===== config.mk =====
export PLATFORM = sky130hd
export DESIGN_NAME = fb_pixel_writer_flat
export DESIGN_NICKNAME = d
export VERILOG_FILES = /design/src/rtl/gpu_pkg.sv /design/src/rtl/fb_pixel_writer_if.sv /design/src/rtl/pixel_fifo.sv /design/src/rtl/fb_pixel_writer.sv /design/src/flat_wrapper.sv
export SDC_FILE = /design/constraint.sdc
export NUM_CORES = 1
export LEC_CHECK = 0
export ABC_AREA = 0
export ABC_CLOCK_PERIOD_IN_PS = 3850
export BUFFER_PORTS_ARGS = -buffer_cell sky130_fd_sc_hd__buf_2
export CORE_MARGIN = 2
export CORE_UTILIZATION = 44
export CTS_CLUSTER_DIAMETER = 60
export DETAILED_ROUTE_END_ITERATION = 6
export PLACE_DENSITY = 0.7
export SYNTH_ARGS = -nofsm -noshare
export SYNTH_HDL_FRONTEND = slang
export SYNTH_SLANG_ARGS = --single-unit

===== constraint.sdc =====
create_clock -name clk -period 3.85 [get_ports clk]
set_input_delay 0.385 -clock clk [delete_from_list [all_inputs] [get_ports clk]]
set_output_delay 0.385 -clock clk [all_outputs]
set_load 0.03 [all_outputs]

===== src/rtl/gpu_pkg.sv =====
// Shared definitions for the framebuffer write path: default geometry,
// the write-entry type and the colour-depth reduction helper.
package gpu_pkg;

  localparam int FB_W_DEF   = 160;
  localparam int FB_H_DEF   = 120;
  localparam int ADDR_W_DEF = 15;

  // One framebuffer write: word address plus RGB565 payload.
  typedef struct packed {
    logic [ADDR_W_DEF-1:0] addr;
    logic [15:0]           data;
  } fb_wr_t;

  // Keep the top bits of each channel: 5 red, 6 green, 5 blue.
  function automatic logic [15:0] rgb888_to_rgb565(input logic [23:0] c);
    return {c[23:19], c[15:10], c[7:3]};
  endfunction

endpackage


===== src/rtl/fb_pixel_writer_if.sv =====
// Framebuffer write port: the writer drives the request, the memory
// answers with ready.
interface fb_pixel_writer_if #(
  parameter int ADDR_W = 15
);
  logic              mem_we;
  logic [ADDR_W-1:0] mem_addr;
  logic [15:0]       mem_wdata;
  logic              mem_ready;

  modport master (output mem_we, output mem_addr, output mem_wdata, input mem_ready);
  modport slave  (input mem_we, input mem_addr, input mem_wdata, output mem_ready);
endinterface


===== src/rtl/pixel_fifo.sv =====
// Generic synchronous FIFO. DEPTH must be a power of two and at least 2.
// A push into a full FIFO is taken only when a pop happens in the same cycle.
module pixel_fifo #(
  parameter int WIDTH = 31,
  parameter int DEPTH = 8
) (
  input  logic                   clk,
  input  logic                   rst_n,
  input  logic                   push,
  input  logic [WIDTH-1:0]       wdata,
  input  logic                   pop,
  output logic [WIDTH-1:0]       rdata,
  output logic                   full,
  output logic                   empty,
  output logic [$clog2(DEPTH):0] count
);

  localparam int PW = $clog2(DEPTH);
  localparam int CW = PW + 1;

  logic [WIDTH-1:0] mem [DEPTH];
  logic [PW-1:0]    wr_ptr;
  logic [PW-1:0]    rd_ptr;
  logic             do_push;
  logic             do_pop;

  assign full    = (count == CW'(DEPTH));
  assign empty   = (count == '0);
  assign do_pop  = pop && !empty;
  assign do_push = push && (!full || do_pop);
  assign rdata   = mem[rd_ptr];

  // Storage array; contents need no reset since count gates every read.
  always_ff @(posedge clk) begin
    if (do_push) mem[wr_ptr] <= wdata;
  end

  // Pointers and occupancy.
  always_ff @(posedge clk or negedge rst_n) begin
    if (!rst_n) begin
      wr_ptr <= '0;
      rd_ptr <= '0;
      count  <= '0;
    end else begin
      if (do_push) wr_ptr <= wr_ptr + PW'(1);
      if (do_pop)  rd_ptr <= rd_ptr + PW'(1);
      case ({do_push, do_pop})
        2'b10:   count <= count + CW'(1);
        2'b01:   count <= count - CW'(1);
        default: count <= count;
      endcase
    end
  end

endmodule


===== src/rtl/fb_pixel_writer.sv =====
// Pixel stream to RGB565 framebuffer writer. Clips off-screen pixels,
// buffers the rest in a FIFO ahead of a single output holding register,
// and signals end-of-shape once everything accepted has been written.
//
//   state      | meaning
//   -----------+-----------------------------------------------------
//   ST_IDLE    | no end-of-shape outstanding
//   ST_PENDING | in_done seen; waiting for FIFO and output reg to drain
module fb_pixel_writer
  import gpu_pkg::*;
#(
  parameter int FB_W       = FB_W_DEF,
  parameter int FB_H       = FB_H_DEF,
  parameter int ADDR_W     = ADDR_W_DEF,
  parameter int FIFO_DEPTH = 8
) (
  input  logic                      clk,
  input  logic                      rst_n,
  input  logic [7:0]                in_px,
  input  logic [7:0]                in_py,
  input  logic [23:0]               in_color,
  input  logic                      in_valid,
  input  logic                      in_done,
  input  logic                      clr_status,
  fb_pixel_writer_if.master         mem,
  output logic                      busy,
  output logic                      frame_done,
  output logic                      overflow,
  output logic [15:0]               clip_count
);

  localparam int EW = ADDR_W + 16;
  localparam int CW = $clog2(FIFO_DEPTH) + 1;

  localparam logic [0:0] ST_IDLE    = 1'b0;
  localparam logic [0:0] ST_PENDING = 1'b1;

  logic [31:0]       addr_full;
  logic              on_screen;
  logic              clip_ev;
  logic              ovf_ev;
  logic              push;
  logic              pop;
  logic [EW-1:0]     push_data;
  logic [EW-1:0]     fifo_rdata;
  logic              fifo_full;
  logic              fifo_empty;
  logic [CW-1:0]     fifo_count;
  logic              out_vld;
  logic [ADDR_W-1:0] out_addr;
  logic [15:0]       out_data;
  logic              xfer;
  logic              drained;
  logic [0:0]        state;

  assign on_screen = (32'(in_px) < 32'(FB_W)) && (32'(in_py) < 32'(FB_H));
  assign addr_full = 32'(in_py) * 32'(FB_W) + 32'(in_px);
  assign push_data = {addr_full[ADDR_W-1:0], rgb888_to_rgb565(in_color)};

  // The output register takes a new entry whenever it is free or emptying.
  assign xfer    = out_vld && mem.mem_ready;
  assign pop     = !fifo_empty && (!out_vld || xfer);
  assign push    = in_valid && on_screen && (!fifo_full || pop);
  assign clip_ev = in_valid && !on_screen;
  assign ovf_ev  = in_valid && on_screen && !push;

  pixel_fifo #(
    .WIDTH (EW),
    .DEPTH (FIFO_DEPTH)
  ) u_fifo (
    .clk   (clk),
    .rst_n (rst_n),
    .push  (push),
    .wdata (push_data),
    .pop   (pop),
    .rdata (fifo_rdata),
    .full  (fifo_full),
    .empty (fifo_empty),
    .count (fifo_count)
  );

  // Output holding register: address/data only change on a load, so they
  // stay stable for the whole of a stalled write.
  always_ff @(posedge clk or negedge rst_n) begin
    if (!rst_n) begin
      out_vld  <= 1'b0;
      out_addr <= '0;
      out_data <= '0;
    end else if (pop) begin
      out_vld  <= 1'b1;
      out_addr <= fifo_rdata[EW-1:16];
      out_data <= fifo_rdata[15:0];
    end else if (xfer) begin
      out_vld  <= 1'b0;
    end
  end

  assign mem.mem_we    = out_vld;
  assign mem.mem_addr  = out_addr;
  assign mem.mem_wdata = out_data;

  assign drained    = fifo_empty && !out_vld;
  assign frame_done = (state == ST_PENDING) && drained;
  assign busy       = (fifo_count != '0) || out_vld || (state == ST_PENDING);

  // Done tracking; a second in_done while pending folds into the first.
  always_ff @(posedge clk or negedge rst_n) begin
    if (!rst_n) begin
      state <= ST_IDLE;
    end else begin
      case (state)
        ST_IDLE:    if (in_done) state <= ST_PENDING;
        ST_PENDING: if (drained) state <= ST_IDLE;
        default:    state <= ST_IDLE;
      endcase
    end
  end

  // Sticky status; a drop in the same cycle as a clear takes precedence.
  always_ff @(posedge clk or negedge rst_n) begin
    if (!rst_n) begin
      overflow   <= 1'b0;
      clip_count <= '0;
    end else begin
      if (ovf_ev)          overflow <= 1'b1;
      else if (clr_status) overflow <= 1'b0;

      if (clip_ev) begin
        if (clr_status)                  clip_count <= 16'd1;
        else if (clip_count != 16'hFFFF) clip_count <= clip_count + 16'd1;
      end else if (clr_status) begin
        clip_count <= '0;
      end
    end
  end

endmodule

===== src/flat_wrapper.sv =====
// flat-port wrapper written by rule: the top's interface ports become plain ports
module fb_pixel_writer_flat import gpu_pkg::*;
#(
  parameter int FB_W       = FB_W_DEF,
  parameter int FB_H       = FB_H_DEF,
  parameter int ADDR_W     = ADDR_W_DEF,
  parameter int FIFO_DEPTH = 8
)
  (clk, rst_n, in_px, in_py, in_color, in_valid, in_done, clr_status, busy, frame_done, overflow, clip_count, mem_mem_we, mem_mem_addr, mem_mem_wdata, mem_mem_ready);
  fb_pixel_writer_if #(.ADDR_W(ADDR_W)) mem_i ();
  input  logic clk;
  input  logic rst_n;
  input  logic [7:0] in_px;
  input  logic [7:0] in_py;
  input  logic [23:0] in_color;
  input  logic in_valid;
  input  logic in_done;
  input  logic clr_status;
  output logic busy;
  output logic frame_done;
  output logic overflow;
  output logic [15:0] clip_count;
  output wire logic [$bits(mem_i.mem_we)-1:0] mem_mem_we;
  output wire logic [$bits(mem_i.mem_addr)-1:0] mem_mem_addr;
  output wire logic [$bits(mem_i.mem_wdata)-1:0] mem_mem_wdata;
  input wire logic [$bits(mem_i.mem_ready)-1:0] mem_mem_ready;
  assign mem_mem_we = mem_i.mem_we;
  assign mem_mem_addr = mem_i.mem_addr;
  assign mem_mem_wdata = mem_i.mem_wdata;
  assign mem_i.mem_ready = mem_mem_ready;
  fb_pixel_writer #(.FB_W(FB_W), .FB_H(FB_H), .ADDR_W(ADDR_W), .FIFO_DEPTH(FIFO_DEPTH)) u_core (.clk(clk), .rst_n(rst_n), .in_px(in_px), .in_py(in_py), .in_color(in_color), .in_valid(in_valid), .in_done(in_done), .clr_status(clr_status), .mem(mem_i), .busy(busy), .frame_done(frame_done), .overflow(overflow), .clip_count(clip_count));
endmodule

Yosys cells after proc, flatten, opt, wreduce, memory -nomap -nowiden --
Memory sizes are Yosys's and may differ from the RTL's. A register that Yosys moved wholly into a read port is not among the register bits. Index checks and enable logic that the tools add are counted.
Operators by class: add/subtract/negate cells 6, multiply operators 1, order comparisons 2, equality and inequality tests 4, multiplexer cells 14, bitwise logic cells 1, reductions and logical operators 30
Operators by type and width (number):
- $mux 16 | 4
- $add 16x1->16 const B | 1
- $ne 16x16->1 const B | 1
- $add 15x8->15 | 1
- $logic_and 1x1->1 | 11
- $mul 8x3->10 const B | 1
- $reduce_bool 2->1 | 5
- $lt 8x7->1 const B | 1
- $lt 8x8->1 const B | 1
- $mux 1 | 8
- $pmux 4 s2 | 1
- $add 3x1->3 const B | 2
- $logic_not 1->1 | 6
- $logic_or 1x1->1 | 5
- $add 4x1->4 const B | 1
- $eq 4x4->1 const B | 1
- $logic_not 4->1 | 1
- $reduce_bool 4->1 | 1
- $sub 4x1->4 const B | 1
- $eq 2x1->1 const B | 1
- $eq 2x2->1 const B | 1
- $pmux 1 s2 | 1
- $reduce_and 2->1 | 1
- $not 1->1 | 1
Storage, ports and cells: flip-flop bits (word level) 29, memory bits (writable) 248, input port bits 46, output and inout port bits 51, logic and storage cells 66, memories kept 1
Memories:
- u_core.u_fifo.mem | words 8, bits a word 31, read ports 1, clocked after Yosys merged registers in 1, wr ports 1, RTL line pixel_fifo.sv:21 | logic [WIDTH-1:0] mem [DEPTH];

Logic depth before layout (Yosys ltp) --
depth after elaboration 8, depth in mapped cells 12, mapped depth without buffers 11

Cells and area by module --
A second synthesis with hierarchy kept.
Second synthesis, totals: cell total of the unflattened synthesis 677, area total of the unflattened synthesis 12998.7 um^2
By module, submodules not included:
- pixel_fifo | instances 1, cells each 430, area each 10222.3 um^2, sequential area each 7697.4 um^2
- fb_pixel_writer | instances 1, cells each 247, area each 2776.4 um^2, sequential area each 1251.2 um^2

Worst setup path after synthesis --
OpenSTA, ideal clock, no wires.
kind flip-flop to flip-flop, start point reg u_core.out_vld (netlist: u_core.mem.mem_we), end point mem u_core.u_fifo.mem[2][0], enable pin, library setup time 0.464 ns, data arrival time 3.611 ns, required time 3.386 ns, setup slack -0.225 ns, stages on the path, launching flop included 6, buffers on the path 0, clock period less this slack 4.075 ns, cells stage by stage dfrtp_1 nor2b_1 nand3_1 nor2b_1 nand2b_1 nor3b_1
Between the ends: word-level cells in the longest chain between the ends 8, elaborated cells between the ends (all ways) 11, those cells by class 2 x mux; 9 x reduce/logical
RTL lines:
- start: declaration | RTL line fb_pixel_writer.sv:49 | logic out_vld;
- start signal: assignment | RTL line fb_pixel_writer.sv:86 | out_vld <= 1'b0;
- start signal: assignment | RTL line fb_pixel_writer.sv:90 | out_vld <= 1'b1;
- start signal: assignment | RTL line fb_pixel_writer.sv:94 | out_vld <= 1'b0;
- $logic_not 1->1 / $logic_and 1x1->1 (equally long branches) | RTL line fb_pixel_writer.sv:62, fb_pixel_writer.sv:61
- $logic_or 1x1->1 (*) | RTL line fb_pixel_writer.sv:62 | assign pop = !fifo_empty && (!out_vld || xfer);
- $logic_and 1x1->1 (*) | RTL line fb_pixel_writer.sv:62
- $logic_or 1x1->1 / $logic_and 1x1->1 (equally long branches) | RTL line fb_pixel_writer.sv:63, pixel_fifo.sv:29
- $logic_and 1x1->1 / $logic_or 1x1->1 (equally long branches) | RTL line fb_pixel_writer.sv:63, pixel_fifo.sv:30
- $logic_and 1x1->1 (*) | RTL line pixel_fifo.sv:30 | assign do_push = push && (!full || do_pop);
- $mux 1 (*) | RTL line pixel_fifo.sv:35 | if (do_push) mem[wr_ptr] <= wdata;
- $mux 1 (not written as such) (*) | RTL line pixel_fifo.sv:35
- end: declaration | RTL line pixel_fifo.sv:21
Every way passes the cells marked *; elsewhere a longest branch is shown, timed or not.

Final worst setup path --
start point in in_py[1], end point mem u_core.u_fifo.mem[4][30] (data pin)
Between the ends: word-level cells in the longest chain between the ends 2
RTL lines:
- start: declaration | RTL line flat_wrapper.sv:14 | input logic [7:0] in_py;
- $mul 8x3->10 | RTL line fb_pixel_writer.sv:57 | assign addr_full = 32'(in_py) * 32'(FB_W) + 32'(in_px);
- $add 15x8->15 | RTL line fb_pixel_writer.sv:57
- via u_core.addr_full[14] | RTL line fb_pixel_writer.sv:38 | logic [31:0] addr_full;
The timed path passes the listed nets, and every way through them passes these cells.

==> results.toml <==
[worst_setup_path]
crit_type = "primary input to flop"
cp_max_fo = 8
cp.required_ns = 4.12
worstPathCellList = "buf_2, ha_1, ha_1, inv_1, fa_1, nor4b_1, nor2b_1, nand4_1, xnor2_1"
cp.arrival_ns = 2.84
cp-end-kind = "flop"
cp_slowest_stage_delay_ns = 0.48
r2r_cells = 6
slowest_stage = "xnor2_1"
cp_num_buf_inv = 2
timing.rr.end = "u_core.u_fifo.mem[6][29]$_DFFE_PP_"
cp-start-kind = "primary input"
r2r-start = "u_core.u_fifo.count[1]$_DFFE_PN0P_"
regToRegSetupSlack_ns = 1.33
crit_family = "adder cells"
cp_common_cell = "ha_1"

[flow_run]
max_cap_violations = 0

[die]
die_area_um2 = 29900
die_h_um = 173
initial_utilization_pct = 44.9
die_w_um = 173
rows = 61
num_io_pins = 97
coreArea_um2 = 27900

[sta]
fin_crit_sh_pct = 66.7
rsz0062_at_grt = "no"
finalMaxSlewViolations = 0
period_needed_ns = 2.57
fin_hold_ws_ns = 0.0606
finalSetupViolations = 0
hold_violations = 0
clock_skew_ns = 0.0146
worst_pin_slew_ns = 0.833
max-slew-margin-rel_pct = 44.4
max_freq_mhz = 389

[cts]
cts.clk_slew.worst_paths_ns = 0.06
clk_latency_ns = 0.56
htree_levels = 1
cts_resized = 0
numClockSinks = 308
cts_buffers = 30
cts_setup_buffers = 0
cts_tree = "built"
cts_buffer_depth = 3
cts_root_buf = "clkbuf_16"

[cells_and_area]
layout-area-overhead-vs-synth_pct = 16.0
area.sequential_um2 = 8950
layout-drive-gt1-share_pct = 28.8
fin_nets = 875
diodes = 0
fillers = 2253
multi_input_area_um2 = 3460

[detailed_routing]
drc = 0
wirelength_mm = 23.2
final_antenna_net_count = 0
vias_per_cell = 5.28
via_count = 6379
drt-initial-drc-count = 433
wire_per_inst_um = 19.2
first_pass_iters = 4

[yosys]
ys_types = 57
ys_dominant_reg_cell = "edfxtp_1"
muxShareOfSynthArea_pct = 14.3
synthDominantCellAreaShare_pct = 59.3
synth_async_sr_flop_share_pct = 19.5
synth_xor_area_share_pct = 1.54
synth_edf_count = 248
synth_top_family_by_area = "multiplexers"
yosys-top-cells-area = "edfxtp_1 59%, dfrtp_1 12%, mux4_2 11%, mux2i_1 2.7%, ha_1 2.1%"
synthSimpleGateAreaFrac_pct = 5.18
synth_cells = 701
synth_common_cells = "248 x edfxtp_1, 62 x mux4_2, 60 x dfrtp_1"
syn_area_per_cell_um2 = 17.9
synth_seq_cells = 308
ys_seq_area_share_pct = 71.3
synth.most_common_cell = "edfxtp_1"
synth_compound_area_share_pct = 3.68
yosysWarnings = 0
synth_adder_area_share_pct = 2.41
syn_area_um2 = 12500
syn_nets = 770
synth_area_leader_cell = "edfxtp_1"

[power_and_ir_drop]
power.density_nw_per_um2 = 677
vdd.ir_drop.worst_v = 0.000443
finalPower_uw = 9850
p_leak_uw = 0.00512

[grt]
top_usage_layer = "met2"
overflow = 0
grt_pass1_vias = 6580
grtUsageMet3_pct = 2.79
grt_pass1_wl_mm = 36.8
antenna_found_initial = 1
met2_usage_pct = 25.7
grtUsageTotal_pct = 15.7
met1_usage_pct = 21.8
grt_max_degree = 61

[placement]
dpl.hpwl_mm = 13.3
gp_congestion = 0.757
io_buffers = 88

[hold_path]
whs_endpoint = "u_core.state$_DFF_PN0_"
holdCritStartpoint = "in_done"
hold_class = "primary input to flop"
holdPathStages = 3

[status]
status = "finished clean"
[sequential cells by signal, summed over array words and instances, names as in the netlist]
name and count:
u_core.clip_count 16, u_core.mem.mem_addr 15, u_core.mem.mem_wdata 16, u_core.mem.mem_we 1, u_core.overflow 1, u_core.state 1
u_core.u_fifo.count 4, u_core.u_fifo.mem 248, u_core.u_fifo.rd_ptr 3, u_core.u_fifo.wr_ptr 3
[layer usage]
| metal | wire, um | vias up | share of wire (%) |
|---|---|---|---|
| met4 | 407 | 2 | 1.8 |
| li1 | - | 2981 | - |
| met5 | 11 | - | 0.047 |
| met2 | 11300 | 134 | 49 |
| met3 | 1060 | 35 | 4.6 |
| met1 | 10500 | 3227 | 45 |
[worst max path at each step]
stage / start / end / depth (start not counted)
after detailed placement: in_py[1] / u_core.u_fifo.mem[5][30]$_DFFE_PP_ / 9
final: in_py[1] / u_core.u_fifo.mem[4][30]$_DFFE_PP_ / 9
after global routing: in_py[1] / u_core.u_fifo.mem[4][28]$_DFFE_PP_ / 9
after floorplan: u_core.mem.mem_we$_DFFE_PN0P_ / u_core.u_fifo.mem[2][0]$_DFFE_PP_ / 5
after CTS: u_core.u_fifo.count[1]$_DFFE_PN0P_ / u_core.u_fifo.mem[6][29]$_DFFE_PP_ / 6
after global placement: in_py[1] / u_core.u_fifo.mem[4][30]$_DFFE_PP_ / 9
[layout make-up]
| type | instances | area share (%) |
|---|---|---|
| inverter | 18 | 0.464 |
| clock buffer | 36 | 5.31 |
| clock inverter | 20 | 1.57 |
| tap | 378 | 3.25 |
| multi-input combinational | 345 | 23.8 |
| sequential | 308 | 61.5 |
| timing repair buffer | 103 | 4.09 |
[worst register-to-register path: stages, from the launching register on]
cell     delay (ns)
dfrtp_1        0.47
nor3_1         0.11
nand3_1        0.13
nor2b_1        0.42
nand2_1        0.28
nor3b_2        0.23
buf_4          0.49
[metrics by stage]
step	setup TNS, ns	util [%]	worst slack, ns	instances	cell area, um2
2_1_floorplan	-27.35	-	-0.225	701	12500
3_3_place_gp	0	48.5	0.750	1151	13500
3_5_place_dp	0	48.5	0.766	1151	13500
4_1_cts	0	52.1	1.30	1208	14600
5_1_grt	0	52.1	1.07	1208	14600
6_report	0	52.1	1.28	1208	14600
[logic make-up after synthesis]
group | Yosys count
buf+inv | 48
mux | 101
xor+xnor | 22
simple gates | 124
compound gates | 75
flops | 308
fa+ha+maj | 23
[placed cells by master (no fill, tap or decap), types with 4 or more instances in the layout]
cell and instances:
inv_1 18, nor2b_1 6, dfrtp_1 57, xor2_1 12, ha_1 21, a21oi_1 42, nand3_1 13, buf_2 87
clkbuf_16 30, nor3_1 6, mux4_2 62, o21ai_0 11, nor3b_2 4, nand2_1 11, nor3b_1 4, bufinv_16 4
clkinv_2 6, edfxtp_1 248, buf_4 12, nor2_1 48, clkbuf_1 6, clkinv_1 4, mux2i_1 34, xnor2_1 10
a211oi_1 4
[power by group]
group	internal [uW]	switching, uW
sequential	4020	388
clock	1710	1230
combinational	1170	1330
total	6900	2950
[repair_timing]
| action | in CTS | in global routing |
|---|---|---|
| hold buffers | 1 | 0 |
| endpoints found under the hold margin | 57 | 0 |
| endpoints found under the setup margin | 0 | 0 |
Power figures use the tool's default switching activity.
